--- src/rtl/uart_rx.sv ---
// 8N1 UART receiver with 16x oversampling. Deframes LSB-first characters from
// a synchronized RX line and strobes each good byte (or a framing error) for one clk.
module uart_rx #(
  parameter int NB_DATA     = 8,
  parameter int NB_STOP     = 16,
  parameter int NB_TICK_CNT = 4
) (
  input  logic               clk,
  input  logic               i_rst,
  input  logic               i_tick,
  input  logic               i_rx,
  output logic [NB_DATA-1:0] o_data,
  output logic               o_rx_done,
  output logic               o_frame_err,
  output logic               o_busy
);

  localparam int NB_BIT_CNT = (NB_DATA > 1) ? $clog2(NB_DATA) : 1;

  localparam logic [NB_TICK_CNT-1:0] TICK_MID  = NB_TICK_CNT'(7);
  localparam logic [NB_TICK_CNT-1:0] TICK_LAST = NB_TICK_CNT'(15);
  localparam logic [NB_TICK_CNT-1:0] TICK_STOP = NB_TICK_CNT'(NB_STOP - 1);
  localparam logic [NB_BIT_CNT-1:0]  BIT_LAST  = NB_BIT_CNT'(NB_DATA - 1);

  typedef enum logic [1:0] {
    IDLE  = 2'd0,
    START = 2'd1,
    DATA  = 2'd2,
    STOP  = 2'd3
  } state_t;

  // Synchronizer flops reset high so a reset never looks like a start edge.
  logic rx_meta_q;
  logic rx_s_q;

  state_t                 state_q,    state_d;
  logic [NB_TICK_CNT-1:0] tick_cnt_q, tick_cnt_d;
  logic [NB_BIT_CNT-1:0]  bit_cnt_q,  bit_cnt_d;
  logic [NB_DATA-1:0]     shreg_q,    shreg_d;
  logic [NB_DATA-1:0]     data_q,     data_d;
  logic                   done_q,     done_d;
  logic                   ferr_q,     ferr_d;

  always_ff @(posedge clk) begin
    if (i_rst) begin
      rx_meta_q  <= 1'b1;
      rx_s_q     <= 1'b1;
      state_q    <= IDLE;
      tick_cnt_q <= '0;
      bit_cnt_q  <= '0;
      shreg_q    <= '0;
      data_q     <= '0;
      done_q     <= 1'b0;
      ferr_q     <= 1'b0;
    end else begin
      rx_meta_q  <= i_rx;
      rx_s_q     <= rx_meta_q;
      state_q    <= state_d;
      tick_cnt_q <= tick_cnt_d;
      bit_cnt_q  <= bit_cnt_d;
      shreg_q    <= shreg_d;
      data_q     <= data_d;
      done_q     <= done_d;
      ferr_q     <= ferr_d;
    end
  end

  always_comb begin
    state_d    = state_q;
    tick_cnt_d = tick_cnt_q;
    bit_cnt_d  = bit_cnt_q;
    shreg_d    = shreg_q;
    data_d     = data_q;
    done_d     = 1'b0;
    ferr_d     = 1'b0;

    case (state_q)
      // Start detection runs every clk, independent of the tick.
      IDLE: begin
        if (!rx_s_q) begin
          state_d    = START;
          tick_cnt_d = '0;
        end
      end

      START: begin
        if (i_tick) begin
          if (tick_cnt_q == TICK_MID) begin
            tick_cnt_d = '0;
            bit_cnt_d  = '0;
            state_d    = rx_s_q ? IDLE : DATA;
          end else begin
            tick_cnt_d = tick_cnt_q + 1'b1;
          end
        end
      end

      DATA: begin
        if (i_tick) begin
          if (tick_cnt_q == TICK_LAST) begin
            tick_cnt_d = '0;
            shreg_d    = {rx_s_q, shreg_q[NB_DATA-1:1]};
            if (bit_cnt_q == BIT_LAST) begin
              bit_cnt_d = '0;
              state_d   = STOP;
            end else begin
              bit_cnt_d = bit_cnt_q + NB_BIT_CNT'(1);
            end
          end else begin
            tick_cnt_d = tick_cnt_q + 1'b1;
          end
        end
      end

      STOP: begin
        if (i_tick) begin
          if (tick_cnt_q == TICK_STOP) begin
            tick_cnt_d = '0;
            bit_cnt_d  = '0;
            state_d    = IDLE;
            if (rx_s_q) begin
              data_d = shreg_q;
              done_d = 1'b1;
            end else begin
              ferr_d = 1'b1;
            end
          end else begin
            tick_cnt_d = tick_cnt_q + 1'b1;
          end
        end
      end

      default: begin
        state_d = IDLE;
      end
    endcase
  end

  assign o_data      = data_q;
  assign o_rx_done   = done_q;
  assign o_frame_err = ferr_q;
  assign o_busy      = (state_q != IDLE);

endmodule

--- config.mk ---
export PLATFORM = sky130hd
export DESIGN_NAME = uart_rx
export DESIGN_NICKNAME = d
export VERILOG_FILES = /design/src/rtl/uart_rx.sv
export SDC_FILE = /design/constraint.sdc
export NUM_CORES = 1
export LEC_CHECK = 0
export ABC_AREA = 1
export BUFFER_PORTS_ARGS = -buffer_cell sky130_fd_sc_hd__buf_4
export CAP_MARGIN = 20
export CORE_ASPECT_RATIO = 0.75
export CORE_MARGIN = 5
export CORE_UTILIZATION = 55
export CTS_BUF_LIST = sky130_fd_sc_hd__clkbuf_2 sky130_fd_sc_hd__clkbuf_4 sky130_fd_sc_hd__clkbuf_8
export DETAILED_ROUTE_END_ITERATION = 12
export PLACE_DENSITY = 0.81
export SYNTH_ARGS = -nofsm -noshare
export SYNTH_HDL_FRONTEND = slang
export SYNTH_SLANG_ARGS = --single-unit
--- constraint.sdc ---
create_clock -name clk -period 1.7 [get_ports clk]
set_input_delay 0.085 -clock clk [delete_from_list [all_inputs] [get_ports clk]]
set_output_delay 0.085 -clock clk [all_outputs]
set_load 0.005 [all_outputs]
==> insert_results.sql, run 1 <==
INSERT INTO impl_metrics (metric_group, metric, value, unit) VALUES
('sta', 'final.hold.worst_slack', '0.0875', 'ns'),
('critical_path', 'worst_path_required', '1.96', 'ns'),
('route', 'drt_iter0_drc', '57', ''),
('critical_path', 'count_of_buffer_and_inverter_cells_on_the_critical_path', '1', ''),
('hold_path', 'worstHoldPathType', 'input pin to register', ''),
('final_layout', 'final_cell_count_no_fill', '198', ''),
('global_routing', 'grt_pass1_wl', '4.41', 'mm'),
('floorplanning', 'die_w', '64.1', 'um'),
('global_routing', 'grt.overflow.total', '0', ''),
('critical_path', 'timing.critical_path.to_type', 'register', ''),
('final_layout', 'fill_cells', '175', ''),
('sta', 'fmax', '666', 'MHz'),
('clocking', 'path_clk_slew', '0.09', 'ns'),
('route', 'routed_wirelength', '2.53', 'mm'),
('final_layout', 'syn2layout_area_growth', '16.8', '%'),
('route', 'ant_nets', '0', ''),
('route', 'detail_route.drc_violations', '0', ''),
('critical_path', 'worstPathCellList', 'ha_2, nand3_1, inv_2, nand2_2, nor2_2, o21ai_0, nor2_1', ''),
('synthesis', 'synth_top_area_cell', 'sky130_fd_sc_hd__dfxtp_1', ''),
('critical_path', 'r2r_start', 'tick_cnt_q[1]', ''),
('sta', 'tightestPinTransition', '0.512', 'ns'),
('synthesis', 'ys_warn_count', '0', ''),
('critical_path', 'crit_arrival', '1.76', 'ns'),
('clocking', 'cts_tree', 'done', ''),
('route', 'avgViaCountPerCell', '5.40', ''),
('critical_path', 'critical_path.slowest_cell', 'sky130_fd_sc_hd__dfxtp_1', ''),
('run', 'max_cap_violations', '0', ''),
('final_layout', 'layout_common_cells', 'sky130_fd_sc_hd__dfxtp_1, sky130_fd_sc_hd__nor2_1, sky130_fd_sc_hd__nand2_1', ''),
('sta', 'final_period_minus_worst_setup_slack', '1.50', 'ns'),
('critical_path', 'critical_path_class', 'register to register', ''),
('sta', 'report.final.setup_viol', '0', ''),
('placement', 'place.port_buffers', '14', ''),
('clocking', 'root_buffer', 'sky130_fd_sc_hd__clkbuf_4', ''),
('sta', 'min_period_over_period', '0.884', ''),
('sta', 'finalHoldViolCount', '0', ''),
('sta', 'postLayoutSetupSlackWorst', '0.198', 'ns'),
('global_routing', 'largest_net_degree_at_the_start_of_global_routing', '21', ''),
('synthesis', 'synthesis.area', '0.00121', 'mm^2'),
('final_layout', 'drive_gt1_frac', '0.259', ''),
('hold_path', 'timing.hold.worst_path_depth', '3', ''),
('sta', 'timing.clock.skew', '0.00784', 'ns'),
('final_layout', 'fin_area', '0.00141', 'mm^2'),
('final_layout', 'number_of_nets_in_the_final_layout', '181', ''),
('final_layout', 'layout.core_utilization', '0.688', ''),
('pwr', 'power', '1.27', 'mW'),
('critical_path', 'setup.worst_path.start', 'tick_cnt_q[1]', ''),
('outcome', 'run_status', 'complete, no violations', ''),
('floorplanning', 'boundaryPins', '15', ''),
('critical_path', 'critical_path.max_fanout', '9', ''),
('clocking', 'cts.path.max_buffers', '2', ''),
('synthesis', 'yosys-top-cells-area', 'sky130_fd_sc_hd__dfxtp_1, sky130_fd_sc_hd__nor2_1, sky130_fd_sc_hd__o21ai_0', ''),
('critical_path', 'rrSetupSlack', '0.20', 'ns'),
('floorplanning', 'floorplan.initialDensity', '0.589', ''),
('global_routing', 'grt_pass1_vias', '1006', ''),
('route', 'routed_wire_length_per_instance', '12.8', 'um'),
('route', 'vias', '1069', ''),
('route', 'dr_pass1_iterations', '4', ''),
('floorplanning', 'die-area', '0.00324', 'mm^2'),
('placement', 'place.gp.congestion', '0.866', ''),
('clocking', 'cts.htree.levels', '2', ''),
('clocking', 'tritoncts.num_buffers', '5', ''),
('critical_path', 'cell_family_with_the_largest_share_of_critical_path_delay', 'simple AND/OR/NAND/NOR gates', ''),
('clocking', 'cts.sinks', '29', ''),
('synthesis', 'synth_cells', '154', ''),
('placement', 'dp_hpwl', '1.82', 'mm'),
('synthesis', 'yosysTopAreaCellShare', '0.481', ''),
('sta', 'slew_viol_final', '0', ''),
('critical_path', 'critPathLaunchType', 'register', ''),
('pwr', 'p_leak', '0.580', 'nW'),
('hold_path', 'worst_hold_startpoint', 'i_tick', ''),
('hold_path', 'holdPathEnd', 'o_rx_done', '');
-- repair_timing --
item	4_1_cts	5_1_grt
hold buffers	2	0
setup endpoints to repair	0	2
gates resized for setup	0	1
buffers inserted	0	0
hold endpoints to repair	7	0
-- worst min-delay path: cells and delay by family --
kind	cells	cell delay (ns)
AND/OR/NAND/NOR	2	0.16
buffers and inverters	1	0.13
-- how the worst max path moves through the flow --
stage           endpoint  cells past startpoint
2_1_floorplan   register                      8
3_3_place_gp   o_data[7]                      7
3_5_place_dp   o_data[4]                      7
4_1_cts        o_data[7]                      7
5_1_grt        o_data[4]                      7
6_report       o_data[0]                      7
-- flip-flops by register name (all words and copies together) (netlist names), named ones only --
name,flops
tick_cnt_q,4
rx_meta_q,1
o_frame_err,1
shreg_q,8
rx_s_q,1
o_rx_done,1
o_data,8
state_q,1
bit_cnt_q,3
-- cell type report --
class	count	share of cell area
Sequential cell	29	0.412
Clock buffer	7	0.0417
Multi-Input combinational cell	110	0.404
Tap cell	24	0.0213
Inverter	12	0.0328
Timing Repair Buffer	16	0.0887
-- synthesized netlist by cell type, drive strengths merged --
master   n
buf      2
inv     11
a21oi   11
o21ai   17
xor2     1
or2      2
clkbuf   2
nand3   13
nor4     1
clkinv   1
ha       3
dfxtp   29
nand2   20
nor2    33
nor3     8
-- logic make-up after synthesis --
family	Yosys count	synth area share
buffers and inverters	16	0.0549
adder cells (fa/ha/maj)	3	0.0311
flip-flops	29	0.481
AND/OR/NAND/NOR	77	0.301
XOR/XNOR	1	0.00726
AO/OA/AOI/OAI	28	0.125
-- metal layers --
metal / up-vias / part of all wire / track usage
li1: 547 / - / -
met4: 0 / 0.022 / 0.102
met2: 29 / 0.42 / 0.242
met1: 487 / 0.49 / 0.232
met5: - / 0 / 0
met3: 6 / 0.063 / 0.0536
-- power breakdown --
| group | switching [mW] | total (mW) | leakage, nW | internal [mW] |
|---|---|---|---|---|
| clock | 0.221 | 0.432 | 0.0348 | 0.211 |
| sequential | 0.0140 | 0.702 | 0.234 | 0.688 |
| combinational | 0.0881 | 0.137 | 0.311 | 0.0485 |
| total | 0.324 | 1.27 | 0.580 | 0.947 |
Power figures use the tool's default switching activity.
==> run 2, diff against run 1 <==
--- a/config.mk
+++ b/config.mk
@@ -5,7 +5,6 @@
 export SDC_FILE = /design/constraint.sdc
 export NUM_CORES = 1
 export LEC_CHECK = 0
-export ABC_AREA = 1
 export BUFFER_PORTS_ARGS = -buffer_cell sky130_fd_sc_hd__buf_4
 export CAP_MARGIN = 20
 export CORE_ASPECT_RATIO = 0.75
==> constraint.sdc (replaced) <==
create_clock -name clk -period 1.7 [get_ports clk]
set_input_delay 0.085 -clock clk [delete_from_list [all_inputs] [get_ports clk]]
set_output_delay 0.085 -clock clk [all_outputs]
set_load 0.1 [all_outputs]
==> run 2 against run 1 <==
Clock skew down 0.0048 ns. Largest cell class is now multi-input gates. Non-clock buffer count up 2. Setup slack worse by 0.11 ns. Largest power group unchanged.
==> insert_results.sql, run 2 <==
INSERT INTO impl_metrics (metric_group, metric, value, unit) VALUES
('synthesis', 'synth_edf_count', '0', ''),
('clocking', 'path_clk_slew', '0.09', 'ns'),
('final_layout', 'drive_gt1_frac', '0.272', ''),
('synthesis', 'async_reset_ff_frac', '0', ''),
('final_layout', 'fill_cells', '154', ''),
('global_routing', 'grt.overflow.total', '0', ''),
('clocking', 'clock_latency_on_the_worst_skew_pair', '0.32', 'ns'),
('global_routing', 'grt_antenna_before_repair', '0', ''),
('global_routing', 'grt_pass1_vias', '909', ''),
('placement', 'place.port_buffers', '14', ''),
('floorplanning', 'floorplan.initialDensity', '0.595', ''),
('synthesis', 'ys_warn_count', '0', ''),
('route', 'ant_nets', '0', ''),
('pwr', 'sequentialPowerShare', '0.530', ''),
('critical_path', 'critPathLaunchType', 'register', ''),
('critical_path', 'worst_path_required', '1.91', 'ns'),
('critical_path', 'crit_arrival', '1.83', 'ns'),
('sta', 'relSlewSlack', '0.709', ''),
('clocking', 'tritoncts.num_buffers', '5', ''),
('synthesis', 'synth.net_count', '136', ''),
('final_layout', 'final_common_cell', 'sky130_fd_sc_hd__dfxtp_1', ''),
('critical_path', 'critical_path.max_fanout', '8', ''),
('floorplanning', 'boundaryPins', '15', ''),
('final_layout', 'diodes', '0', ''),
('global_routing', 'grt_pass1_wl', '4.16', 'mm'),
('run', 'max_cap_violations', '0', ''),
('floorplanning', 'die-area', '0.00331', 'mm^2'),
('clocking', 'root_buffer', 'sky130_fd_sc_hd__clkbuf_4', ''),
('synthesis', 'avgSynthCellArea', '9.61', 'um^2'),
('synthesis', 'synth_cells', '129', ''),
('route', 'avgViaCountPerCell', '5.67', ''),
('critical_path', 'critical_path_class', 'register to register', ''),
('synthesis', 'synthesis.area', '0.00124', 'mm^2'),
('sta', 'tightestPinTransition', '0.436', 'ns'),
('critical_path', 'worstPathCellList', 'ha_4, and3_4, nand4_2, mux2i_1, nor2_1', ''),
('synthesis', 'netlist_top_cells_count', 'sky130_fd_sc_hd__dfxtp_1, sky130_fd_sc_hd__nor2_1, sky130_fd_sc_hd__mux2i_1', ''),
('synthesis', 'synth_top_area_cell', 'sky130_fd_sc_hd__dfxtp_1', ''),
('synthesis', 'postSynth.topFlopCell', 'sky130_fd_sc_hd__dfxtp_1', ''),
('final_layout', 'layout_common_cells', 'sky130_fd_sc_hd__dfxtp_1, sky130_fd_sc_hd__nor2_1, sky130_fd_sc_hd__mux2i_1', ''),
('pwr', 'ir_worst_vdd', '0.000508', 'V'),
('critical_path', 'critical_path.slowest_cell', 'sky130_fd_sc_hd__dfxtp_1', ''),
('floorplanning', 'placement_rows', '14', ''),
('hold_path', 'worstHoldPathType', 'input pin to register', ''),
('route', 'detail_route.drc_violations', '0', ''),
('global_routing', 'largest_net_degree_at_the_start_of_global_routing', '29', ''),
('final_layout', 'number_of_nets_in_the_final_layout', '154', ''),
('floorplanning', 'die_w', '64.8', 'um'),
('pwr', 'switching_share', '0.226', ''),
('pwr', 'comb_power_share', '0.064', ''),
('synthesis', 'synth-seq-area-share', '0.468', ''),
('pwr', 'power_frac_clock', '0.406', ''),
('route', 'drt_iter0_drc', '30', ''),
('placement', 'place.gp.congestion', '0.825', ''),
('sta', 'min_period_over_period', '0.950', ''),
('synthesis', 'synth_seq_cells', '29', ''),
('synthesis', 'yosys-top-cells-area', 'sky130_fd_sc_hd__dfxtp_1, sky130_fd_sc_hd__mux2i_1, sky130_fd_sc_hd__nor2_1', ''),
('final_layout', 'syn2layout_area_growth', '20.1', '%'),
('clocking', 'cts_tree', 'done', ''),
('outcome', 'run_status', 'complete, no violations', ''),
('global_routing', 'track_usage', '0.169', ''),
('pwr', 'power_per_cell_area', '881', 'mW/mm^2'),
('route', 'routed_wirelength', '2.45', 'mm'),
('synthesis', 'yosys.cell_count.top_type', 'sky130_fd_sc_hd__dfxtp_1', ''),
('clocking', 'cts.path.max_buffers', '2', ''),
('pwr', 'cellInternalPower', '1.02', 'mW'),
('sta', 'final_period_minus_worst_setup_slack', '1.61', 'ns'),
('sta', 'timing.clock.skew', '0.00306', 'ns'),
('sta', 'fmax', '619', 'MHz'),
('sta', 'finalHoldViolCount', '0', ''),
('synthesis', 'post_synth_num_cell_types', '35', ''),
('pwr', 'total_switching_power', '0.296', 'mW'),
('clocking', 'postCtsSetupRepairBufs', '0', ''),
('sta', 'slew_viol_final', '0', ''),
('pwr', 'p_leak', '0.658', 'nW'),
('route', 'vias', '970', ''),
('floorplanning', 'dieHeight', '51.1', 'um'),
('critical_path', 'timing.critical_path.to_type', 'register', ''),
('critical_path', 'critPathMaxStageDelay', '0.41', 'ns'),
('final_layout', 'fin_area', '0.00149', 'mm^2'),
('clocking', 'cts.htree.levels', '2', ''),
('sta', 'report.final.setup_viol', '0', ''),
('placement', 'post_dp_area', '0.00138', 'mm^2'),
('route', 'routed_wire_length_per_instance', '14.3', 'um'),
('placement', 'dp_hpwl', '1.64', 'mm'),
('clocking', 'cts.sinks', '29', ''),
('sta', 'final.hold.worst_slack', '0.0955', 'ns'),
('route', 'dr_pass1_iterations', '4', ''),
('floorplanning', 'core', '0.00208', 'mm^2'),
('pwr', 'power', '1.31', 'mW'),
('synthesis', 'yosysTopAreaCellShare', '0.468', '');
==> run 2: cell count changes after synthesis, sizes merged, moves of 7 or more <==
cell   delta
inv       -8
mux2i    +20
nand2    -14
nand3    -10
nor2      -7
o21ai    -14
==> run 2: metrics by stage <==
stage	cells	setup TNS, ns	worst slack [ns]	utilization
2_1_floorplan	129	-0.0365	-0.0365	-
3_3_place_gp	163	0	0.127	0.663
3_5_place_dp	163	0	0.0334	0.663
4_1_cts	171	0	0.0119	0.702
5_1_grt	171	-0.0157	-0.0157	0.714
6_report	171	0	0.0858	0.714
==> run 2: worst max-delay path, delay by kind of cell, from the launching register on <==
kind,cells,cell delay [ns]
simple gates,3,0.62
flops,1,0.41
mux,1,0.28
fa+ha+maj,1,0.18
==> run 2: final cells by class <==
type / instances / area [um^2] / share of cell area
repair buffers: 18 / 138 / 0.0924
flip-flops and latches: 29 / 584 / 0.392
clock buffers: 5 / 37.5 / 0.0252
well taps: 24 / 30.0 / 0.0202
inverters: 3 / 15.0 / 0.0101
multi-input cells: 90 / 649 / 0.436
clock inverters: 2 / 35.0 / 0.0235
==> run 2: cell families (layout without fill, tap and decap cells) <==
kind of cell             count (synthesis)  count (layout)  share of synthesized area
flip-flops                              29              29                      0.468
adder cells (fa/ha/maj)                  3               3                     0.0303
buffers and inverters                   10              28                     0.0383
AO/OA/AOI/OAI                           14              14                     0.0757
AND/OR/NAND/NOR                         52              52                      0.217
multiplexers                            21              21                      0.171
==> run 2: per-layer routing <==
metal | wire, um | vias to the layer above | GRT usage | share of wire
li1 | - | 485 | - | -
met1 | 1160 | 446 | 0.205 | 0.47
met2 | 1070 | 28 | 0.260 | 0.44
met3 | 129 | 11 | 0.0570 | 0.053
met4 | 89 | 0 | 0.102 | 0.036
met5 | 0 | - | 0 | 0
==> run 2: worst paths after layout <==
check | start | end | slack (ns) | cells after the start
worst max-delay path | tick_cnt_q[1] | o_data[2] | 0.09 | 5
worst min-delay path | i_tick | tick_cnt_q[1] | 0.1 | 3
worst max register to register | tick_cnt_q[1] | o_data[2] | 0.09 | 5
worst min register to register | rx_meta_q | rx_s_q | 0.43 | 1
==> run 2: what timing repair did <==
action,4_1_cts,5_1_grt
setup endpoints to repair,0,14
endpoints found under the hold margin,1,0
gates resized for setup,0,6
hold buffers,1,0
==> run 2: power by group through the flow <==
| stage | combinational (mW) | clock, mW | sequential, mW |
|---|---|---|---|
| after floorplan | 0.0637 | 0 | 0.706 |
| after global placement | 0.0779 | 0 | 0.708 |
| after detailed placement | 0.0796 | 0 | 0.709 |
| after CTS | 0.0816 | 0.545 | 0.693 |
| after global routing | 0.0915 | 0.594 | 0.696 |
| final | 0.0835 | 0.533 | 0.695 |
